`src/rtl/ibex_sram_arbiter_if.sv`:
```
// Bus bundle between the Ibex instr/data request ports, the SRAM arbiter and
// the single-port RAM macro. The slave modport is the arbiter's view; the
// master modport is the view of the core plus RAM that surround it.
interface ibex_sram_arbiter_if #(
  parameter int AddrWidth = 14
);
  // Instruction port
  logic                 instr_req_i;
  logic [31:0]          instr_addr_i;
  logic                 instr_gnt_o;
  logic                 instr_rvalid_o;
  logic [31:0]          instr_rdata_o;
  logic                 instr_err_o;
  // Data port
  logic                 data_req_i;
  logic                 data_we_i;
  logic [3:0]           data_be_i;
  logic [31:0]          data_addr_i;
  logic [31:0]          data_wdata_i;
  logic                 data_gnt_o;
  logic                 data_rvalid_o;
  logic [31:0]          data_rdata_o;
  logic                 data_err_o;
  // RAM macro port
  logic                 ram_req_o;
  logic                 ram_we_o;
  logic [3:0]           ram_be_o;
  logic [AddrWidth-1:0] ram_addr_o;
  logic [31:0]          ram_wdata_o;
  logic [31:0]          ram_rdata_i;

  modport slave (
    input  instr_req_i, instr_addr_i,
    output instr_gnt_o, instr_rvalid_o, instr_rdata_o, instr_err_o,
    input  data_req_i, data_we_i, data_be_i, data_addr_i, data_wdata_i,
    output data_gnt_o, data_rvalid_o, data_rdata_o, data_err_o,
    output ram_req_o, ram_we_o, ram_be_o, ram_addr_o, ram_wdata_o,
    input  ram_rdata_i
  );

  modport master (
    output instr_req_i, instr_addr_i,
    input  instr_gnt_o, instr_rvalid_o, instr_rdata_o, instr_err_o,
    output data_req_i, data_we_i, data_be_i, data_addr_i, data_wdata_i,
    input  data_gnt_o, data_rvalid_o, data_rdata_o, data_err_o,
    input  ram_req_o, ram_we_o, ram_be_o, ram_addr_o, ram_wdata_o,
    output ram_rdata_i
  );
endinterface

```
`src/rtl/ibex_sram_arbiter.sv`:
```
// Round-robin arbiter sharing one single-port, 1-cycle-latency SRAM between
// the Ibex instruction and data ports. Out-of-window accesses are granted but
// never reach the RAM; they are answered with an error response instead.
module ibex_sram_arbiter #(
  parameter int          MemSize   = 65536,
  parameter logic [31:0] MemStart  = 32'h00000000,
  parameter int          AddrWidth = $clog2(MemSize / 4)
) (
  input logic clk_i,
  input logic rst_i,
  ibex_sram_arbiter_if.slave bus
);

  typedef enum logic {
    PortInstr = 1'b0,
    PortData  = 1'b1
  } port_e;

  localparam logic [31:0] MemMask = ~(32'(MemSize) - 32'd1);

  function automatic logic in_window(input logic [31:0] addr);
    return (addr & MemMask) == MemStart;
  endfunction

  logic        instr_gnt;
  logic        data_gnt;
  logic        any_gnt;
  logic        contended;
  logic [31:0] sel_addr;
  logic        sel_in_range;
  logic        sel_write;

  port_e prio_q,        prio_d;
  logic  resp_valid_q,  resp_valid_d;
  port_e resp_port_q,   resp_port_d;
  logic  resp_err_q,    resp_err_d;
  logic  resp_rd_q,     resp_rd_d;

  // Grant selection: uncontended requests win outright, contention goes to
  // the port that did not win the previous contention. Nothing is granted in reset.
  always_comb begin
    instr_gnt = 1'b0;
    data_gnt  = 1'b0;
    contended = bus.instr_req_i & bus.data_req_i;
    if (!rst_i) begin
      if (contended) begin
        if (prio_q == PortInstr) data_gnt = 1'b1;
        else                     instr_gnt = 1'b1;
      end else begin
        instr_gnt = bus.instr_req_i;
        data_gnt  = bus.data_req_i;
      end
    end
  end

  assign any_gnt      = instr_gnt | data_gnt;
  assign sel_addr     = data_gnt ? bus.data_addr_i : bus.instr_addr_i;
  assign sel_in_range = in_window(sel_addr);
  assign sel_write    = data_gnt & bus.data_we_i;

  assign bus.instr_gnt_o = instr_gnt;
  assign bus.data_gnt_o  = data_gnt;

  // RAM request drive: the RAM bus is quiet (all zero) whenever nothing is granted.
  always_comb begin
    bus.ram_req_o   = 1'b0;
    bus.ram_we_o    = 1'b0;
    bus.ram_be_o    = 4'h0;
    bus.ram_addr_o  = '0;
    bus.ram_wdata_o = 32'h0;
    if (any_gnt) begin
      bus.ram_req_o  = sel_in_range;
      bus.ram_addr_o = sel_addr[AddrWidth+1:2];
      if (data_gnt) begin
        bus.ram_we_o    = bus.data_we_i;
        bus.ram_be_o    = bus.data_be_i;
        bus.ram_wdata_o = bus.data_wdata_i;
      end else begin
        bus.ram_be_o    = 4'hF;
      end
    end
  end

  // Next-state for the response stage and the contention pointer.
  always_comb begin
    resp_valid_d = any_gnt;
    resp_port_d  = resp_port_q;
    resp_err_d   = resp_err_q;
    resp_rd_d    = resp_rd_q;
    prio_d       = prio_q;
    if (any_gnt) begin
      resp_port_d = data_gnt ? PortData : PortInstr;
      resp_err_d  = ~sel_in_range;
      resp_rd_d   = sel_in_range & ~sel_write;
    end
    if (contended && any_gnt) begin
      prio_d = data_gnt ? PortData : PortInstr;
    end
  end

  // Response stage registers; reset discards any response still in flight.
  always_ff @(posedge clk_i or posedge rst_i) begin
    if (rst_i) begin
      resp_valid_q <= 1'b0;
      resp_port_q  <= PortInstr;
      resp_err_q   <= 1'b0;
      resp_rd_q    <= 1'b0;
      prio_q       <= PortInstr;
    end else begin
      resp_valid_q <= resp_valid_d;
      resp_port_q  <= resp_port_d;
      resp_err_q   <= resp_err_d;
      resp_rd_q    <= resp_rd_d;
      prio_q       <= prio_d;
    end
  end

  // Response routing: only the port that was granted last cycle sees anything.
  always_comb begin
    bus.instr_rvalid_o = 1'b0;
    bus.instr_err_o    = 1'b0;
    bus.instr_rdata_o  = 32'h0;
    bus.data_rvalid_o  = 1'b0;
    bus.data_err_o     = 1'b0;
    bus.data_rdata_o   = 32'h0;
    if (resp_valid_q) begin
      if (resp_port_q == PortData) begin
        bus.data_rvalid_o = 1'b1;
        bus.data_err_o    = resp_err_q;
        bus.data_rdata_o  = resp_rd_q ? bus.ram_rdata_i : 32'h0;
      end else begin
        bus.instr_rvalid_o = 1'b1;
        bus.instr_err_o    = resp_err_q;
        bus.instr_rdata_o  = resp_rd_q ? bus.ram_rdata_i : 32'h0;
      end
    end
  end

endmodule

```
`src/flat_wrapper.sv`:
```
// flat-port wrapper written by rule: the top's interface ports become plain ports
module ibex_sram_arbiter_flat 
#(
  parameter int          MemSize   = 65536,
  parameter logic [31:0] MemStart  = 32'h00000000,
  parameter int          AddrWidth = $clog2(MemSize / 4)
)
  (clk_i, rst_i, bus_instr_req_i, bus_instr_addr_i, bus_instr_gnt_o, bus_instr_rvalid_o, bus_instr_rdata_o, bus_instr_err_o, bus_data_req_i, bus_data_we_i, bus_data_be_i, bus_data_addr_i, bus_data_wdata_i, bus_data_gnt_o, bus_data_rvalid_o, bus_data_rdata_o, bus_data_err_o, bus_ram_req_o, bus_ram_we_o, bus_ram_be_o, bus_ram_addr_o, bus_ram_wdata_o, bus_ram_rdata_i);
  ibex_sram_arbiter_if #(.AddrWidth(AddrWidth)) bus_i ();
  input logic clk_i;
  input logic rst_i;
  input wire logic [$bits(bus_i.instr_req_i)-1:0] bus_instr_req_i;
  input wire logic [$bits(bus_i.instr_addr_i)-1:0] bus_instr_addr_i;
  output wire logic [$bits(bus_i.instr_gnt_o)-1:0] bus_instr_gnt_o;
  output wire logic [$bits(bus_i.instr_rvalid_o)-1:0] bus_instr_rvalid_o;
  output wire logic [$bits(bus_i.instr_rdata_o)-1:0] bus_instr_rdata_o;
  output wire logic [$bits(bus_i.instr_err_o)-1:0] bus_instr_err_o;
  input wire logic [$bits(bus_i.data_req_i)-1:0] bus_data_req_i;
  input wire logic [$bits(bus_i.data_we_i)-1:0] bus_data_we_i;
  input wire logic [$bits(bus_i.data_be_i)-1:0] bus_data_be_i;
  input wire logic [$bits(bus_i.data_addr_i)-1:0] bus_data_addr_i;
  input wire logic [$bits(bus_i.data_wdata_i)-1:0] bus_data_wdata_i;
  output wire logic [$bits(bus_i.data_gnt_o)-1:0] bus_data_gnt_o;
  output wire logic [$bits(bus_i.data_rvalid_o)-1:0] bus_data_rvalid_o;
  output wire logic [$bits(bus_i.data_rdata_o)-1:0] bus_data_rdata_o;
  output wire logic [$bits(bus_i.data_err_o)-1:0] bus_data_err_o;
  output wire logic [$bits(bus_i.ram_req_o)-1:0] bus_ram_req_o;
  output wire logic [$bits(bus_i.ram_we_o)-1:0] bus_ram_we_o;
  output wire logic [$bits(bus_i.ram_be_o)-1:0] bus_ram_be_o;
  output wire logic [$bits(bus_i.ram_addr_o)-1:0] bus_ram_addr_o;
  output wire logic [$bits(bus_i.ram_wdata_o)-1:0] bus_ram_wdata_o;
  input wire logic [$bits(bus_i.ram_rdata_i)-1:0] bus_ram_rdata_i;
  assign bus_i.instr_req_i = bus_instr_req_i;
  assign bus_i.instr_addr_i = bus_instr_addr_i;
  assign bus_instr_gnt_o = bus_i.instr_gnt_o;
  assign bus_instr_rvalid_o = bus_i.instr_rvalid_o;
  assign bus_instr_rdata_o = bus_i.instr_rdata_o;
  assign bus_instr_err_o = bus_i.instr_err_o;
  assign bus_i.data_req_i = bus_data_req_i;
  assign bus_i.data_we_i = bus_data_we_i;
  assign bus_i.data_be_i = bus_data_be_i;
  assign bus_i.data_addr_i = bus_data_addr_i;
  assign bus_i.data_wdata_i = bus_data_wdata_i;
  assign bus_data_gnt_o = bus_i.data_gnt_o;
  assign bus_data_rvalid_o = bus_i.data_rvalid_o;
  assign bus_data_rdata_o = bus_i.data_rdata_o;
  assign bus_data_err_o = bus_i.data_err_o;
  assign bus_ram_req_o = bus_i.ram_req_o;
  assign bus_ram_we_o = bus_i.ram_we_o;
  assign bus_ram_be_o = bus_i.ram_be_o;
  assign bus_ram_addr_o = bus_i.ram_addr_o;
  assign bus_ram_wdata_o = bus_i.ram_wdata_o;
  assign bus_i.ram_rdata_i = bus_ram_rdata_i;
  ibex_sram_arbiter #(.MemSize(MemSize), .MemStart(MemStart), .AddrWidth(AddrWidth)) u_core (.clk_i(clk_i), .rst_i(rst_i), .bus(bus_i));
endmodule
```
`config.mk`:
```
export PLATFORM = sky130hd
export DESIGN_NAME = ibex_sram_arbiter_flat
export DESIGN_NICKNAME = d
export VERILOG_FILES = /design/src/rtl/ibex_sram_arbiter_if.sv /design/src/rtl/ibex_sram_arbiter.sv /design/src/flat_wrapper.sv
export SDC_FILE = /design/constraint.sdc
export NUM_CORES = 1
export LEC_CHECK = 0
export BUFFER_PORTS_ARGS = -buffer_cell sky130_fd_sc_hd__buf_2
export CAP_MARGIN = 10
export CORE_AREA = 2 2 101 103
export DETAILED_ROUTE_END_ITERATION = 8
export DIE_AREA = 0 0 103 105
export PLACE_DENSITY = 0.49
export SLEW_MARGIN = 20
export SYNTH_ARGS = -nofsm -noshare
export SYNTH_HDL_FRONTEND = slang
export SYNTH_SLANG_ARGS = --single-unit
```
`constraint.sdc`:
```
create_clock -name clk_i -period 2.5 [get_ports clk_i]
set_input_delay 0.125 -clock clk_i [delete_from_list [all_inputs] [get_ports clk_i]]
set_output_delay 0.125 -clock clk_i [all_outputs]
set_load 0.005 [all_outputs]
```
==> impl_results.md, run 1 <==
* Synth top area share at 0.220
* Simple-Gate Fraction of Synth Area at 0.608
* Cts bufs inserted at 3
* Initial antenna violation count at 0
* Critical Path Max Stage Delay at roughly 670 ps
* RSZ-0062 raised after global routing: no
* Syn Std Cell Area at 1160 µm²
* Routed len/inst at around 12 µm
* Final #Nets at approximately 590
* Max layer used: met4
* CTS max path bufs at 2
* Post-Synth Adder-Cell Area at 0
* N_diodes at 0
* Syn. warnings at 0
* Worst Tran Pin Value at 767 ps
* Core area at 9640 µm²
* Area delta synth->final at 124%
* Clk_lat worst skew at 220 ps
* First drt pass iteration count at 4
* Required time of the critical path at 2380 ps
* Post-synthesis mux area share at 0
* Initial Util at 0.120
* Hold Crit Start: bus_data_req_i
* Final Max Tran Viols at 0
* Biggest area consumer among synthesized cells: nor2_1
* Final ANT Viol Nets at 0
* Cell Area, Placed at 2540 µm²
* Setup total negative slack at 0 ps
* Hold crit path type: in2reg
* Post-synthesis xor/xnor area fraction at 0.00756
* I/O pin total at 259
* Detailed placer's ending HPWL at ~6.0 mm
* Post-Synthesis Cells at 206
* EDFF count, synth at 0
* Setup crit end kind: output pin
* Slowest stage cell on the critical path: o21a_1
* Pwr Density at 251 nW/µm²
* Gpl congestion at 0.752
* Final setup skew at between 1.5 and 2 ps
* Drt total wl at 6.82 mm
* Status: finished clean
* Crit Path Max Fanout at 20
* Setup crit start: rst_i
* CTS Sinks at 5
* Async set-reset flop share out of synthesis at 1.00
* Cell Chain, Critical Path: dlygate4sd3_1 -> buf_2 -> nor2b_1 -> o21a_1 -> a22o_1 -> buf_2
* CTS tree: done
* Final min period at 2170 ps
* # rows at 36
* Leading cell type in the layout, fill and taps excluded: buf_2
* DR vias/cell at 3.96
* Pre-CTS setup slack at 787 ps
* Fin. Hold Viols at 0
* CP Buf/Inv Count at 3
* Layout cells sized above 1 at 0.592
* Post-Syn Area per Cell at 5.62 µm²
* Vias in the first global route at 1,982
* Largest net degree at the start of global routing at 53
* First-pass GRT wire length at 9.27 mm
* DR vias at 2,313
* H-tree depth at 1
* Most frequent cells in the layout: 254 x buf_2, 68 x nor2_1, 40 x nand2_1
* Overall die area at 10,800 µm²
* Syn nets at roughly 340
* Overall power at 652 µW
* Final Cell Area at ~2600 µm²
* Final setup vio count at 0
* Total grt overflow at 0
* Startpoint types: input pin
* Hold WS at about 220 ps
* Die height at 105 µm
* Total of max-cap violations at 0
* WL met3 at 812 µm
* DIE WIDTH at 103 µm
* Max-slew headroom at 0.489
* Final worst-path setup slack at 333 ps
* Peak supply drop at approximately 0.15 mV
* Area contributors post-synth: nor2_1 22%, and2_1 18%, nand2_1 13%
* Met2 WL at between 3 and 4 mm
* Clock root cell: clkbuf_8
* Detailed Route Iter0 Violations at 77
* DRC Markers at 0
* Main synth FF type: dfrtp_1
* Leak at 0.00161 µW
* Critical path arrival at 2040 ps
* Worst r2r src: u_core.prio_q$_DFFE_PP0P_
* #FFs+latches synth at 5
* Kind of critical path: in2out
* Total track usage at 0.106
* Top cell by count, worst path: buf_2
* Final Cycle Share at 0.867
* Post-synthesis cell type count at 22
* Max Clk Rate at 461 MHz
* Wire length on met1 at 2.41 mm
* Main combinational cell family by area after synthesis: simple AND/OR/NAND/NOR gates
* IO Port Bufs at about 250
* Synth Area in Compound Gates at 0.187
* Worst-path clk slew at 30 ps
* Sequential fraction of the synthesis area at 0.108
* Delay-heaviest family, CP: compound AO/OA/AOI/OAI gates
==> metal layers <==
layer | up-vias | GRT usage
met5 | - | 0
met4 | 0 | 0.0113
met3 | 2 | 0.0234
met2 | 161 | 0.227
met1 | 1004 | 0.0994
li1 | 1146 | -
==> where the power goes <==
part	internal, µW	switching (µW)
clock	109	37.6
combinational	195	198
sequential	96.0	15.7
total	400	252
==> path summary, 6_finish.rpt <==
path	cells after the start	slack (ps)	to
max in group asynchronous	3	1980	u_core.resp_port_q$_DFFE_PP0N_
min in group asynchronous	3	370	u_core.resp_rd_q$_DFFE_PP0N_
min reg2reg	2	530	u_core.resp_err_q$_DFFE_PP0N_
min	3	220	u_core.prio_q$_DFFE_PP0P_
max reg2reg	5	880	u_core.resp_rd_q$_DFFE_PP0N_
max	6	330	bus_ram_addr_o[7]
==> final cells by class <==
class	instances	area, µm²
clock buffer	4	45.0
fill	1135	7040
inverter	8	30.0
multi-input combinational	176	930
sequential	5	125
tap	133	166
timing repair buffer	258	1300
==> kinds of logic after synthesis <==
kind of cell    count (synthesis)
simple gates                  152
buf+inv                        25
compound gates                 23
flops                           5
xor+xnor                        1
==> worst reg2reg max path, delay by kind of cell (launching register included) <==
kind                   cells  cell delay (ps)
AO/OA/AOI/OAI              1              160
AND/OR/NAND/NOR            3              430
buffers and inverters      1              510
flip-flops                 1              420
==> sequential cells by signal, summed over array words and instances (netlist names) <==
register / count
u_core.prio_q: 1
u_core.resp_err_q: 1
u_core.resp_port_q: 1
u_core.resp_rd_q: 1
u_core.resp_valid_q: 1
==> cell usage after synthesis (2+ instances only) <==
library cell  number
nor4_1             6
inv_1              6
nor2_1            68
buf_2              8
inv_2              2
a21o_1             4
clkbuf_1           6
buf_1              3
dfrtp_1            5
a22o_1            14
and2_1            33
nor4_2             2
nand2_1           40
==> per-stage QoR <==
stage / util / cells
finish: 0.270 / 584
floorplan: - / 206
detailed placement: 0.264 / 579
global placement: 0.264 / 579
CTS: 0.270 / 584
global route: 0.270 / 584
==> repair_timing <==
| action | CTS | global route |
|---|---|---|
| gates resized for setup | 0 | 0 |
| setup buffers | 0 | 0 |
| hold buffers | 1 | 0 |
| hold endpoints to repair | 5 | 0 |
(Power assumes the default switching activity.)
==> run 2: changes to the inputs <==
ABC_AREA = 1   (was unset)
PLACE_DENSITY = 0.5   (was 0.49)
==> impl_results.md, run 2 <==
* Final #Nets at about 650
* Overall die area at approximately 11,000 µm²
* Max Clk Rate at 451 MHz
* Final ANT Viol Nets at 0
* Final setup vio count at 0
* Required time of the critical path at 2380 ps
* IO Port Bufs at 254
* EDFF count, synth at 0
* Post-Synthesis Cells at 262
* CTS max path bufs at 2
* Total grt overflow at 0
* Area delta synth->final at 117%
* DR vias/cell at 3.81
* Setup total negative slack at 0 ps
* Hold crit path type: in2reg
* N_diodes at 0
* Syn. warnings at 0
* Worst Tran Pin Value at around 520 ps
* Final min period at about 2200 ps
* Leading cell type in the layout, fill and taps excluded: buf_2
* Die height at 105 µm
* Top-count cell post-synth: nor2_1
* Final Max Tran Viols at 0
* Critical path arrival at 2090 ps
* First drt pass iteration count at 4
* Final setup skew at approximately 1.8 ps
* Post-synthesis cell type count at 17
* Fin. Hold Viols at 0
* Leak at ~0.0018 µW
* Post-Syn Area per Cell at 4.67 µm²
* Syn nets at roughly 400
* Crit Path Max Fanout at 37
* Final Cell Area at 2660 µm²
* Critical Path Max Stage Delay at 560 ps
* Main synth FF type: dfrtp_1
* Sequential fraction of the synthesis area at 0.102
* Detailed Route Iter0 Violations at 74
* Status: finished clean
* R2r setup slk at 840 ps
* CTS Hold Buffers Added at 1
* Startpoint types: input pin
* Core area at 9640 µm²
* Total track usage at 0.106
* Top cell by count, worst path: buf_2
* Setup crit end kind: output pin
* Initial Util at 0.127
* Routed len/inst at 10.5 µm
* H-tree depth at 1
* Kind of critical path: in2out
* # rows at 36
* Final Cycle Share at 0.888
* Cell Chain, Critical Path: dlygate4sd3_1 -> buf_2 -> clkinv_2 -> nand3_4 -> inv_2 -> nand3_1 -> nand2_1 -> buf_2
* CTS tree: done
* Biggest area consumer among synthesized cells: nor2_1
* Async set-reset flop share out of synthesis at 1.00
* Clk_lat worst skew at 220 ps
* Top cells by count, synth: 120 x nor2_1, 56 x nand2_1, 38 x inv_1, 14 x a22o_1, 7 x clkbuf_1
* DR vias at 2,441
* DIE WIDTH at between 100 and 150 µm
* Area contributors post-synth: nor2_1 37%, nand2_1 17%, inv_1 12%
* Worst-path clk slew at about 40 ps
* Initial antenna violation count at 0
* Cts bufs inserted at 3
* DRC Markers at 0
* RSZ-0062 raised after global routing: no
* Slowest stage cell on the critical path: dlygate4sd3_1
* Post-CTS resize count at 0
* Clock root cell: clkbuf_8
* Cell Area, Placed at ~2600 µm²
* Syn Std Cell Area at approximately 1200 µm²
* Layout cells sized above 1 at 0.526
* CTS Sinks at 5
* Largest net degree at the start of global routing at 38
* Synth top area share at 0.368
* Detailed placer's ending HPWL at 5.63 mm
* Total of max-cap violations at 0
* # Post-CTS Setup Buffers at 0
* Most frequent cells in the layout: 254 x buf_2, 120 x nor2_1, 56 x nand2_1
* First-pass GRT wire length at 9.32 mm
* Gpl congestion at 0.862
* Peak supply drop at 0.142 mV
* I/O pin total at between 200 and 300
* Drt total wl at between 6 and 7 mm
* Pwr Density at 199 nW/µm²
* Vias in the first global route at about 2,100
* Max-slew headroom at 0.654
* #FFs+latches synth at 5
run 2: cell count changes after synthesis, sizes merged, moves of 2 or more:
| cell | before | now |
|---|---|---|
| inv | 8 | 40 |
| nand2 | 40 | 58 |
| nand3 | 1 | 5 |
| buf | 11 | 9 |
| and2 | 33 | 0 |
| nor4 | 8 | 0 |
| a21o | 4 | 0 |
| nor2 | 68 | 120 |
run 2: final timing paths:
kind,depth (start not counted),from,end
worst max-delay path,8,rst_i,bus_ram_req_o
worst min-delay path,4,bus_data_we_i,u_core.resp_rd_q$_DFFE_PP0N_
max in group asynchronous,3,rst_i,u_core.prio_q$_DFFE_PP0P_
min in group asynchronous,3,rst_i,u_core.resp_valid_q$_DFF_PP0_
worst max register to register,7,u_core.prio_q$_DFFE_PP0P_,u_core.resp_rd_q$_DFFE_PP0N_
worst min register to register,2,u_core.resp_err_q$_DFFE_PP0N_,u_core.resp_err_q$_DFFE_PP0N_
run 2: metrics by stage:
step | hold slack [ps] | total power (µW) | cells | setup slack, ps | util
finish | 202 | 529 | 641 | 281 | 0.275
CTS | 198 | 536 | 641 | 233 | 0.275
global route | 208 | 574 | 641 | 40.1 | 0.275
floorplan | -111 | 214 | 262 | 1430 | -
detailed placement | 23.7 | 380 | 636 | 744 | 0.270
global placement | 20.2 | 377 | 636 | 783 | 0.270
run 2: worst max-delay path, delay by kind of cell:
kind / cells / cell delay, ps
buffers and inverters: 5 / 1350
AND/OR/NAND/NOR: 3 / 600
run 2: cell type report:
cell class              instances  area (µm²)
repair buffers                258        1300
well taps                     133         166
fillers                      1105        6980
clock buffers                   4        45.0
multi-input cells             200         860
inverters                      41         155
flip-flops and latches          5         125
run 2: where the power goes:
group | switching [µW] | internal, µW | total, µW
combinational | 144 | 143 | 288
clock | 40.3 | 110 | 150
sequential | 3.64 | 87.5 | 91.2
total | 188 | 340 | 529
run 2: logic make-up (layout without fill, tap and decap cells):
| kind of cell | after synthesis | count (layout) | share of synthesized area |
|---|---|---|---|
| and+or+nand+nor | 183 | 183 | 0.581 |
| buffers and inverters | 57 | 303 | 0.194 |
| AOI/OAI and AO/OA | 17 | 17 | 0.122 |
| DFF | 5 | 5 | 0.102 |
run 2: per-layer routing:
| layer | routed length [µm] | track usage | part of all wire | vias to the layer above |
|---|---|---|---|---|
| met5 | 0 | 0 | 0 | - |
| met4 | 97 | 0.0301 | 0.014 | 0 |
| met3 | 664 | 0.0161 | 0.099 | 8 |
| met2 | 3260 | 0.204 | 0.48 | 152 |
| met1 | 2700 | 0.116 | 0.40 | 1018 |
| li1 | - | - | - | 1263 |
==> run 3: changes to the inputs <==
GPL_TIMING_DRIVEN = 0   (was unset)
HOLD_SLACK_MARGIN = 0.15   (was unset)
==> impl_results.md, run 3 (same netlist as run 2, synthesis figures left out) <==
* Status: finished clean
* Critical Path Max Stage Delay at 550 ps
* N_diodes at 0
* Most frequent cells in the layout: 260 x buf_2, 120 x nor2_1, 56 x nand2_1
* Detailed Route Iter0 Violations at 68
* Final #Nets at 659
* Drt total wl at 6.96 mm
* Die height at about 110 µm
* Final setup vio count at 0
* Largest net degree at the start of global routing at 11
* Busiest grt layer: met2
* CTS tree: done
* Cell Chain, Critical Path: dlygate4sd3_1 -> buf_2 -> clkinv_2 -> nand2_2 -> a21oi_4 -> buf_4 -> a22o_1 -> buf_2
* Cts bufs inserted at 3
* CTS max path bufs at 2
* Overall die area at 10,800 µm²
* Top cell by count, worst path: buf_2
* Area delta synth->final at 122%
* Initial antenna violation count at 0
* R2r setup slk at between 1000 and 1500 ps
* Total grt overflow at 0
* DR vias at 2,469
* Core area at 9640 µm²
* Met2 Use GR at 0.217
* Pre-CTS setup slack at 1060 ps
* Slowest stage cell on the critical path: dlygate4sd3_1
* Startpoint types: input pin
* Reg2Reg Depth at 7
* Leading cell type in the layout, fill and taps excluded: buf_2
* Routing usage on met3 at 0.0140
* Kind of critical path: in2out
* # rows at 36
* Delay-heaviest family, CP: buffers and inverters
* RSZ-0062 raised after global routing: no
* Hold crit path type: in2reg
* Clock root cell: clkbuf_8
* I/O pin total at 259
* First-pass GRT wire length at around 10 mm
* Fin. Hold Viols at 0
* Total of max-cap violations at 0
* Final Cycle Share at 0.761
* Leak at ~0.0018 µW
* DR vias/cell at around 3.8
* Gpl congestion at 0.858
* Final min period at 1900 ps
* Fillcell total at roughly 1,100
* Final ANT Viol Nets at 0
* Final Max Tran Viols at 0
* CTS Sinks at 5
* Hold Crit Start: bus_data_we_i
* Worst Tran Pin Value at 476 ps
* Final setup skew at ~0.99 ps
* Crit Path Max Fanout at 10
* Required time of the critical path at 2380 ps
* Layout cells sized above 1 at 0.524
* # Post-CTS Setup Buffers at 0
* Routed len/inst at about 11 µm
* Setup total negative slack at 0 ps
* Vias in the first global route at 2,204
* Setup crit end kind: output pin
* First drt pass iteration count at 4
* Peak supply drop at ~0.15 mV
* R2r endpoint: u_core.resp_rd_q$_DFFE_PP0N_
* H-tree depth at 1
* Pwr Density at 198 nW/µm²
* CP Buf/Inv Count at 5
* Initial Util at 0.127
* Routing usage on met1 at 0.129
* Clk_lat worst skew at roughly 220 ps
* Final worst-path setup slack at between 500 and 600 ps
* IO Port Bufs at between 200 and 300
* Detailed placer's ending HPWL at approximately 6.1 mm
* Total track usage at 0.114
* DIE WIDTH at 103 µm
* Worst hold endpoint: u_core.resp_rd_q$_DFFE_PP0N_
* Max Clk Rate at 526 MHz
* Worst-path clk slew at around 30 ps
* Worst r2r src: u_core.prio_q$_DFFE_PP0P_
* Hold path depth at 4
* Critical path arrival at 1780 ps
* Max-slew headroom at 0.683
* DRC Markers at 0
[run 3: how the worst max path moves through the flow]
stage,start,endpoint,slack [ps],cells past startpoint
floorplan,u_core.prio_q$_DFFE_PP0P_,bus_ram_addr_o[0],1430,5
global placement,u_core.resp_valid_q$_DFF_PP0_,bus_data_rdata_o[29],1080,4
detailed placement,u_core.resp_port_q$_DFFE_PP0N_,bus_data_rdata_o[29],1060,4
CTS,rst_i,bus_ram_addr_o[12],540,8
global route,rst_i,bus_ram_addr_o[12],460,8
finish,rst_i,bus_ram_addr_o[12],600,8
[run 3: layout make-up]
class | instances | area [µm²] | area share
inverters | 41 | 155 | 0.0571
multi-input cells | 200 | 860 | 0.317
clock buffers | 4 | 45.0 | 0.0166
flip-flops and latches | 5 | 125 | 0.0461
repair buffers | 255 | 1280 | 0.472
well taps | 133 | 166 | 0.0613
plain buffers | 16 | 82.6 | 0.0304
[run 3: per-stage QoR]
step / instances / instance area (µm²) / hold slack, ps / power [µW] / util
floorplan: 262 / 1220 / -111 / 214 / -
global route: 654 / 2720 / 250 / 588 / 0.282
finish: 654 / 2720 / 226 / 539 / 0.282
CTS: 654 / 2720 / 231 / 549 / 0.282
detailed placement: 649 / 2660 / 19.9 / 393 / 0.276
global placement: 649 / 2660 / 17.9 / 390 / 0.276
[run 3: repair_timing]
item                                   CTS  global route
gates resized for setup                  0             0
endpoints found under the hold margin    5             0
hold buffers                             1             0
[run 3: tightest hold or removal path, stage by stage]
cell     delay, ps
buf_2           80
nand2_1         80
nand2_1         80
nand2_1         40
[run 3: report_power, final]
| part | switching (µW) | internal (µW) |
|---|---|---|
| clock | 38.7 | 109 |
| sequential | 3.43 | 87.6 |
| combinational | 150 | 149 |
| total | 192 | 346 |
[run 3: routing by layer]
metal / part of all wire / vias up / wire [µm]
li1: - / 1290 / -
met3: 0.097 / 6 / 677
met1: 0.39 / 1015 / 2720
met5: 0 / - / 0
met2: 0.50 / 158 / 3490
met4: 0.011 / 0 / 74
